`src/rtl/register_bank8.sv`:
```
// Eight-entry register bank fed by one-hot decoder enables, with two
// registered read ports (write-through bypass) and a sticky malformed-enable flag.
module register_bank8 #(
    parameter int unsigned WIDTH   = 32,
    parameter bit          ZERO_R0 = 1'b0
) (
    input  logic             clk,
    input  logic             reset,
    input  logic             we,
    input  logic             wen0,
    input  logic             wen1,
    input  logic             wen2,
    input  logic             wen3,
    input  logic             wen4,
    input  logic             wen5,
    input  logic             wen6,
    input  logic             wen7,
    input  logic [WIDTH-1:0] wd,
    input  logic [2:0]       ra1,
    input  logic [2:0]       ra2,
    output logic [WIDTH-1:0] rd1,
    output logic [WIDTH-1:0] rd2,
    output logic             err,
    input  logic             err_clr
);

    localparam int unsigned NREG = 8;
    localparam int unsigned AW   = 3;

    logic [NREG-1:0]  wen_c;
    logic             one_hot_c;
    logic             valid_wr_c;
    logic             bad_wr_c;
    logic [AW-1:0]    wr_idx_c;
    logic             wr_keep_c;
    logic [WIDTH-1:0] sel1_c;
    logic [WIDTH-1:0] sel2_c;
    logic [WIDTH-1:0] regs [NREG];

    assign wen_c = {wen7, wen6, wen5, wen4, wen3, wen2, wen1, wen0};

    // Exactly one bit set: nonzero and clearing the lowest set bit leaves nothing.
    assign one_hot_c  = (wen_c != '0) && ((wen_c & (wen_c - NREG'(1))) == '0);
    assign valid_wr_c = we & one_hot_c;
    assign bad_wr_c   = we & ~one_hot_c;

    always_comb begin
        wr_idx_c = '0;
        for (int i = 0; i < NREG; i++) begin
            if (wen_c[i]) wr_idx_c = AW'(i);
        end
    end

    // A write to the hard-wired zero register is dropped without raising err.
    assign wr_keep_c = !(ZERO_R0 && (wr_idx_c == '0));

    // Read selection with same-cycle write-through; zero register overrides bypass.
    always_comb begin
        sel1_c = regs[ra1];
        if (valid_wr_c && (wr_idx_c == ra1)) sel1_c = wd;
        if (ZERO_R0 && (ra1 == '0)) sel1_c = '0;
        sel2_c = regs[ra2];
        if (valid_wr_c && (wr_idx_c == ra2)) sel2_c = wd;
        if (ZERO_R0 && (ra2 == '0)) sel2_c = '0;
    end

    always_ff @(posedge clk or posedge reset) begin
        if (reset) begin
            for (int i = 0; i < NREG; i++) regs[i] <= '0;
        end else if (valid_wr_c && wr_keep_c) begin
            regs[wr_idx_c] <= wd;
        end
    end

    always_ff @(posedge clk or posedge reset) begin
        if (reset) begin
            rd1 <= '0;
            rd2 <= '0;
        end else begin
            rd1 <= sel1_c;
            rd2 <= sel2_c;
        end
    end

    // Set beats clear when both land on the same edge.
    always_ff @(posedge clk or posedge reset) begin
        if (reset)         err <= 1'b0;
        else if (bad_wr_c) err <= 1'b1;
        else if (err_clr)  err <= 1'b0;
    end

endmodule
```
`config.mk`:
```
export PLATFORM = sky130hd
export DESIGN_NAME = register_bank8
export DESIGN_NICKNAME = d
export VERILOG_FILES = /design/src/rtl/register_bank8.sv
export SDC_FILE = /design/constraint.sdc
export NUM_CORES = 1
export LEC_CHECK = 0
export CAP_MARGIN = 20
export CORE_MARGIN = 5
export CORE_UTILIZATION = 35
export DETAILED_ROUTE_END_ITERATION = 6
export SKIP_CTS_REPAIR_TIMING = 1
export SLEW_MARGIN = 20
export SYNTH_ARGS = -nofsm -noshare
export SYNTH_HDL_FRONTEND = slang
export SYNTH_SLANG_ARGS = --single-unit
```
`constraint.sdc`:
```
create_clock -name clk -period 22.7 [get_ports clk]
set_clock_uncertainty 0.05 [all_clocks]
set_input_delay 2.27 -clock clk [delete_from_list [all_inputs] [get_ports clk]]
set_output_delay 2.27 -clock clk [all_outputs]
set_load 0.05 [all_outputs]
```
### Word-level counts from Yosys, hierarchy flattened

Cells that the tools add are included.

* output and inout port bits: 65
* logic and storage cells: 52
* bits in registers: 321
* input port bits: 50

* add/sub/neg operators: 1
* equal/unequal tests: 2
* reductions and logical operators: 7
* order comparisons: 4
* muxes and demuxes: 20
* bitwise logic cells: 7

Operators by type and width (count)
* 256-bit bitwise mux: 1
* 32-bit 2-to-1 mux: 7
* 32-bit binary-select mux with 3-bit select: 2
* 32-bit demux with 3-bit select: 1
* 3-bit 2-to-1 mux: 5
* 4-bit greater-or-equal comparator (second input constant): 3
* 3-bit NOT with 4-bit output: 3
* 8-bit bitwise AND: 1
* 8-bit logical NOT: 1
* 8-bit nonzero test: 1
* 8-bit by 1-bit subtractor with 8-bit output (second input constant): 1
* 3-bit == test: 2
* 1-bit logical AND: 4
* 4-bit by 1-bit less-than comparator with 1-bit output (second input constant): 1
* 1-bit 2-to-1 mux: 3
* 1-bit bitwise AND: 2
* 2-bit 2-to-1 mux: 1
* 2-bit nonzero test: 1
* 1-bit NOT: 1

### Logic depth before layout (Yosys ltp)

* word-level depth: 13
* gate-level depth with buffers: 8
* mapped depth without buffers: 5

### Worst setup path after synthesis

Ideal clock, no wire load.

* path kind: in2reg
* start: input port ra1[0]
* end: register rd1[10]
* data required time: 22525 ps
* setup time: 125 ps
* data arrival time: 3846 ps
* path slack: 18680 ps
* path buffers: 1
* stages: 4
* cell sequence: buf_1 > mux4_2 > mux2_2 > mux2_2

* word-level cells in the longest chain between the ends: 5
* elaborated cells between the ends (all ways): 7
* classes of those cells: 1 x eq/ne; 4 x mux; 1 x bitwise; 1 x reduce/logical

Ends and longest elaborated chain
* start: declaration: line 19 `input logic [2:0] ra1,`
* 3-bit NOT with 4-bit output (implied by the code): line 59 `sel1_c = regs[ra1];`
* 32-bit binary-select mux with 3-bit select: line 59
* 32-bit 2-to-1 mux (implied by the code) (2 in series): line 59
* 32-bit 2-to-1 mux *: line 60 `if (valid_wr_c && (wr_idx_c == ra1)) sel1_c = wd;`
* via sel1_c[10]: line 36 `logic [WIDTH-1:0] sel1_c;`
* end signal: assignment: line 80 `rd1 <= sel1_c;`
* end: declaration: line 21 `output logic [WIDTH-1:0] rd1,`

The timed path passes the listed nets; every way through them passes the cells marked *. The select of a mux whose other input is x is not followed.
A chain may end at the register's enable or synchronous reset.

### Final worst setup path

* start: input port wen3
* end: register regs[255] in the netlist's numbering

* word-level cells in the longest chain between the ends: 11
* elaborated cells between the ends (all ways): 18
* classes of those cells: 1 x add/sub; 2 x order compare; 8 x mux; 3 x bitwise; 4 x reduce/logical

Ends and longest elaborated chain
* start: declaration: line 13 `input logic wen3,`
* 3-bit 2-to-1 mux (5 in series): line 50 `if (wen_c[i]) wr_idx_c = AW'(i);`
* 3-bit NOT with 4-bit output (implied by the code): line 71 `regs[wr_idx_c] <= wd;`
* 4-bit greater-or-equal comparator (implied by the code) or 4-bit by 1-bit less-than comparator with 1-bit output (tied branches): line 71
* 1-bit logical AND (implied by the code): line 71
* 32-bit 2-to-1 mux (implied by the code): line 71
* 32-bit demux with 3-bit select: line 71
* 256-bit bitwise mux: line 71
* end signal: indexed assignment: line 71
* end: declaration: line 38 `logic [WIDTH-1:0] regs [NREG];`

Several ways; a longest one is shown, not always the timed one.

==> results.json <==
{
  "synthToLayoutAreaGrowth_pct": 17.6,
  "die_extent_in_y_um": 225,
  "yosysUniqueCellTypes": 35,
  "period_share": 0.226,
  "drt_pre_antenna_iters": 4,
  "critPathLaunchType": "input port",
  "timing.max_cap.violations": 0,
  "hold_path_startpoint": "regs[249]",
  "wl_per_cell_um": 23.8,
  "rrSetupSlack_ns": 21.07,
  "cts_sinks": 321,
  "min_path_cells": 1,
  "crit_path_max_fanout": 17,
  "synth.ff_latch_count": 321,
  "cts_tree": "built",
  "synth-warning-count": 0,
  "placement_rows": 78,
  "buffer_ports.inserted": 114,
  "finalCriticalPeriod_ns": 5.13,
  "via_per_inst": 5.41,
  "timing_worst_setup_path_type": "input port to flip-flop",
  "cts_max_path_buffers": 3,
  "number_of_global_route_vias_before_repair": 9996,
  "fp.coreArea_um2": 45500,
  "worstRegToRegCells": 3,
  "die-area_um2": 50400,
  "number_of_buffers_created_by_cts": 37,
  "synth_fp_nets": 1040,
  "syn_avg_cell_area_um2": 16.3,
  "wirelength_mm": 40.1,
  "route.detailed.drc": 0,
  "synth-seq-area-share": 0.499,
  "rsz0062_at_grt": "no",
  "syn-cell-area_um2": 16100,
  "num-fill-cells": 4193,
  "setup_viol_count_final": 0,
  "clock_latency_ns": 0.53,
  "drt.antenna.violating_nets": 0,
  "hold_path_class": "flip-flop to flip-flop",
  "power.density_nw_per_um2": 70.4,
  "worst-endpoint-required_ns": 23.04,
  "cts.htree.levels": 2,
  "finalMaxSlewViolations": 0,
  "grt_antenna_before_repair": 1,
  "clk_pin_slew_ns": 0.06,
  "final_core_utilization": 0.417,
  "dieWidth_um": 225,
  "fin_nets": 1112,
  "io-pin-count": 115,
  "status": "complete, no violations",
  "crit_arrival_ns": 5.47,
  "cellLeakagePower_uw": 0.00867,
  "initial_core_util": 0.354,
  "regToRegEndpoint": "rd1[7]",
  "timing.rr.start": "regs[135]",
  "max_clock_freq_mhz": 195,
  "crit_start": "wen3",
  "hold_violations": 0,
  "grt-ovfl-total": 0,
  "synth_cells": 990,
  "place.gp.congestion": 0.792,
  "tns_ns": 0,
  "grt_max_degree": 111,
  "crit_path_end_kind": "flip-flop",
  "drive_gt1_frac": 0.555,
  "first_pass_grt_wire_length_mm": 62.6,
  "vdd_drop_max_mv": 0.0412,
  "tightestPinTransition_ns": 1.11,
  "first_iter_violations": 470,
  "grt_use_total": 0.160,
  "crit_path_end": "regs[255]",
  "antennaDiodeCount": 0,
  "detailed_place_hpwl_mm": 23.8,
  "max_slew_margin": 0.258,
  "clk_root_buffer_cell": "clkbuf_16",
  "num_vias": 9135
}
-- Yosys cell counts --
master,number,share of area
a211oi_1,2,0.00093
a41oi_2,1,0.0010
nand4b_1,4,0.0022
o22ai_1,1,0.00039
o21ai_0,5,0.0016
a21boi_0,1,0.00047
nand2_1,6,0.0014
clkbuf_1,14,0.0033
nor3_1,5,0.0016
buf_2,29,0.0090
nor3_2,2,0.0012
and2_1,1,0.00039
mux4_2,128,0.18
buf_1,44,0.010
o21a_1,2,0.00093
dfrtp_1,321,0.50
clkbuf_2,1,0.00031
mux2_4,3,0.0028
mux2_1,7,0.0049
mux2_2,374,0.26
a221oi_2,1,0.00093
or2b_1,1,0.00047
buf_4,6,0.0028
xnor2_1,2,0.0011
o211ai_1,1,0.00047
o221ai_2,2,0.0019
nor2_1,8,0.0019
buf_6,6,0.0042
nor4_1,1,0.00039
a41oi_1,1,0.00054
inv_1,4,0.00093
or2_2,2,0.00078
nor4_2,2,0.0016
nand3_1,1,0.00031
nand2b_1,1,0.00039
-- where the power goes --
part	switching [uW]	total, uW	internal [uW]
Clock	236	591	354
Combinational	75.3	136	60.8
Sequential	13.0	607	594
-- flip-flops by register name, summed over array words and instances (netlist names) --
signal,cells
regs,256
rd1,32
rd2,32
err,1
-- routing by layer --
metal | wire, um | share of wire | GRT usage | vias up
met4 | 611 | 0.015 | 0.0318 | 0
met1 | 18300 | 0.46 | 0.227 | 4979
met5 | 0 | 0 | 0 | -
li1 | - | - | - | 3934
met3 | 1790 | 0.045 | 0.0275 | 48
met2 | 19400 | 0.48 | 0.261 | 174
-- how the worst min path moves through the flow --
| stage | end | slack (ns) |
|---|---|---|
| 6_report | regs[249] | 0.45 |
| 5_1_grt | regs[60] | 0.48 |
| 4_1_cts | regs[249] | 0.46 |
| 3_5_place_dp | regs[249] | 0.45 |
| 3_3_place_gp | regs[249] | 0.44 |
| 2_1_floorplan | regs[86] | 0.42 |
-- layout by cell type, fill, tap and decap left out, types with 6 or more instances in the layout --
cell type	netlist	layout
mux2_2	374	374
dfrtp_1	321	321
mux4_2	128	128
clkdlybuf4s50_1	0	108
clkbuf_16	0	39
buf_4	6	22
clkbuf_8	0	9
mux2_1	7	7
clkbuf_1	14	7
nor2_1	8	6
clkinv_2	0	6
-- final cells by class --
type	count	area, um2	area share
inverters	4	22.5	0.00119
clock inverters	10	83.8	0.00442
multi-input cells	565	7650	0.404
flip-flops and latches	321	8030	0.424
repair buffers	133	1280	0.0674
well taps	600	751	0.0396
clock buffers	55	1130	0.0594
-- worst max-delay path, stage by stage --
cell and delay [ns]:
clkdlybuf4s50_1 0.50, nor2_1 0.53, o21ai_0 0.42, nor3_4 0.92, buf_4 0.44, mux2_2 0.37
-- per-stage QoR --
| step | worst slack [ns] | hold WS [ns] | instances | total power, uW | instance area (um2) |
|---|---|---|---|---|---|
| global placement | 17.11 | 0.437 | 1622 | 753 | 17700 |
| finish | 17.57 | 0.455 | 1688 | 1330 | 18900 |
| floorplan | 11.50 | 0.421 | 990 | 709 | 16100 |
| detailed placement | 17.06 | 0.446 | 1622 | 755 | 17700 |
| CTS | 17.61 | 0.460 | 1687 | 1360 | 18900 |
| global route | 17.47 | 0.476 | 1688 | 1390 | 18900 |
-- kinds of logic after synthesis --
kind of cell,after synthesis,share of synthesized area
AO/OA/AOI/OAI,17,0.00909
XOR/XNOR,2,0.00109
buffers and inverters,104,0.0308
flip-flops,321,0.499
multiplexers,512,0.448
AND/OR/NAND/NOR,34,0.0125
No activity file was read; power rests on OpenSTA's default activity.
==> RTL change (same settings) <==
Put one more register stage on the output `rd2`, cleared by the reset. The value now appears one clock later. The other outputs are not delayed to match.
--- a/src/rtl/register_bank8.sv
+++ b/src/rtl/register_bank8.sv
@@ -26,6 +26,8 @@
 
     localparam int unsigned NREG = 8;
     localparam int unsigned AW   = 3;
+
+    logic [WIDTH-1:0] rd2_s0;
 
     logic [NREG-1:0]  wen_c;
     logic             one_hot_c;
@@ -75,10 +77,10 @@
     always_ff @(posedge clk or posedge reset) begin
         if (reset) begin
             rd1 <= '0;
-            rd2 <= '0;
+            rd2_s0 <= '0;
         end else begin
             rd1 <= sel1_c;
-            rd2 <= sel2_c;
+            rd2_s0 <= sel2_c;
         end
     end
 
@@ -89,4 +91,12 @@
         else if (err_clr)  err <= 1'b0;
     end
 
+    always_ff @(posedge clk or posedge reset) begin
+        if (reset) begin
+            rd2 <= '0;
+        end else begin
+            rd2 <= rd2_s0;
+        end
+    end
+
 endmodule
Check against the original RTL: not equivalent (Yosys sat finds a counterexample within 4 cycles, from zero or initial values and one cycle with reset high).
==> RTL change against the original RTL <==
Area after synthesis rose by 5.8%. Design area rose by 5.3%. Combinational power rose by 12%. Routed wire length fell by 0.38%. Worst setup slack improved by 0.15 ns. Sequential cell count rose by 32. Hold slack got worse by 0.16 ns. Critical path depth did not move. Sequential power rose by 11%. Power rose by 8.9%. Maximum frequency rose by 3.1%. Global-route usage fell by 0.91 points. Largest cell class unchanged. Largest power group unchanged. Highest routed layer is now met5.
==> RTL change: results (changes against the original RTL) <==
largest net degree at the start of global routing=135 (+22%); Vias/cell=5.38 (-0.57%); vias in the first global route=10,100 (+1.2%); pre-CTS setup slack=17.10 ns (+0.0407 ns); Final GP Congestion=0.724 (-8.6%); slowest CP cell=a211o_2; Ys Warns=0 (unchanged); DR pass1 iterations=6 (+2); number of buffers created by CTS=40 (+8.1%); top layer in use=met5; largest cells by area after synthesis=dfrtp_1 52%, mux2_2 23%, mux4_2 17%; Antenna Cells=0 (unchanged); Clock Root Buffer=clkbuf_16; worst slew pin tran=1.09 ns (-0.0227 ns); drt initial violations=613 (+30%); antenna violations before repair=3 (+2); CTS HTree Levels=2 (unchanged); routed via count=9,357 (+2.4%); LEAKAGE=0.00921 µW (+6.2%); HPWL Detailed=21,800 µm (-8.5%); Placed Cells=1,667 (+2.8%); Biggest register=regs; later-pin clock latency in the skew report=0.53 ns (about the same); register-to-register setup slack=21.09 ns (+0.02 ns); Post-Route WL=39,900 µm (-0.38%); Routed met3 length=1530 µm (-15%); synthesized net count=1,077 (+3.6%); CP max stage delay=0.87 ns (-0.05 ns); Filler Cell Count=4,301 (+2.6%); met1 WL=17,900 µm (-2.2%); port buffer count=114 (unchanged); post-layout min period=4.98 ns (-0.153 ns); FFs w/ async S/R, synth=100% (unchanged); Synth top cells by count=353 x dfrtp_1, 342 x mux2_2, 128 x mux4_2, 40 x buf_1, 30 x mux2_4; Mean Syn Cell Area=16.6 µm² (+1.9%); HP Class=reg -> reg; Worst EP arrival=5.35 ns (-0.12 ns); first-pass GRT wire length=62,400 µm (-0.32%); Seq/Total Area, Yosys=51.8% (+2.0 points); Post-synth top flop=dfrtp_1; outcome=completed; CP Max Fanout=32 (+15); Largest register FFs=256 (unchanged); VDD IR max=0.0419 mV (+1.8%); clk slew on worst S/H paths=0.06 ns (about the same); routed wl met2=19,600 µm (+1.1%); share of layout cells above drive strength 1=53.2% (-2.3 points); synth unique cells=41 (+17%); Longest Clk Path Bufs=3 (unchanged); Global Route Usage Sum=15.1% (-0.91 points)
RTL change: area by class of cell:
type / count / area (µm²) / share of cell area, %
clock buffers: 61 / 1220 / 6.13
multi-input cells: 566 / 7740 / 38.8
well taps: 615 / 769 / 3.86
repair buffers: 132 / 1300 / 6.52
clock inverters: 9 / 61.3 / 0.307
flip-flops and latches: 353 / 8830 / 44.3
inverters: 3 / 18.8 / 0.0941
RTL change: critical path: cells and delay by family:
kind	cells	cell delay [ns]
and+or+nand+nor	1	0.61
muxes	1	0.43
buffers and inverters	1	0.49
AOI/OAI and AO/OA	3	1.52
RTL change: logic make-up (layout without fill, tap and decap cells):
| kind of cell | count (synthesis) | after routing | synth area share, % |
|---|---|---|---|
| compound gates | 21 | 21 | 0.991 |
| xor+xnor | 3 | 3 | 0.154 |
| buf+inv | 108 | 205 | 2.91 |
| flops | 353 | 353 | 51.8 |
| mux | 512 | 512 | 43.0 |
| simple gates | 30 | 30 | 1.15 |
RTL change: report_power, final:
| part | internal [µW] | switching (µW) |
|---|---|---|
| clock | 371 | 254 |
| sequential | 659 | 16.6 |
| combinational | 71.3 | 80.7 |
| total | 1100 | 351 |
RTL change: per-layer routing:
layer  track usage (%)  up-vias
met2              25.1      161
met4              3.92        6
met5                 0        -
met1              20.4     5087
met3              2.88       72
li1                  -     4031
RTL change: worst paths after layout:
check                                startpoint                    end  cells past startpoint
min in group asynchronous                 reset  regs[123]$_DFFE_PP0P_                      2
hold / removal             rd2_s0[16]$_DFF_PP0_      rd2[16]$_DFF_PP0_                      0
hold reg to reg            rd2_s0[16]$_DFF_PP0_      rd2[16]$_DFF_PP0_                      0
max in group asynchronous                 reset  regs[145]$_DFFE_PP0P_                      5
setup reg to reg            regs[1]$_DFFE_PP0P_       rd1[1]$_DFF_PP0_                      3
setup / recovery                           wen2      rd1[21]$_DFF_PP0_                      6
RTL change: stage by stage:
stage                     total power (µW)  util [%]  instance area, µm²  hold slack [ns]
final                                 1450      41.6               19900            0.295
after global routing                  1510      41.6               19900            0.303
after CTS                             1480      41.5               19900            0.294
after detailed placement               840      38.8               18600            0.285
after global placement                 838      38.8               18600            0.281
after floorplan                        792         -               17000            0.281
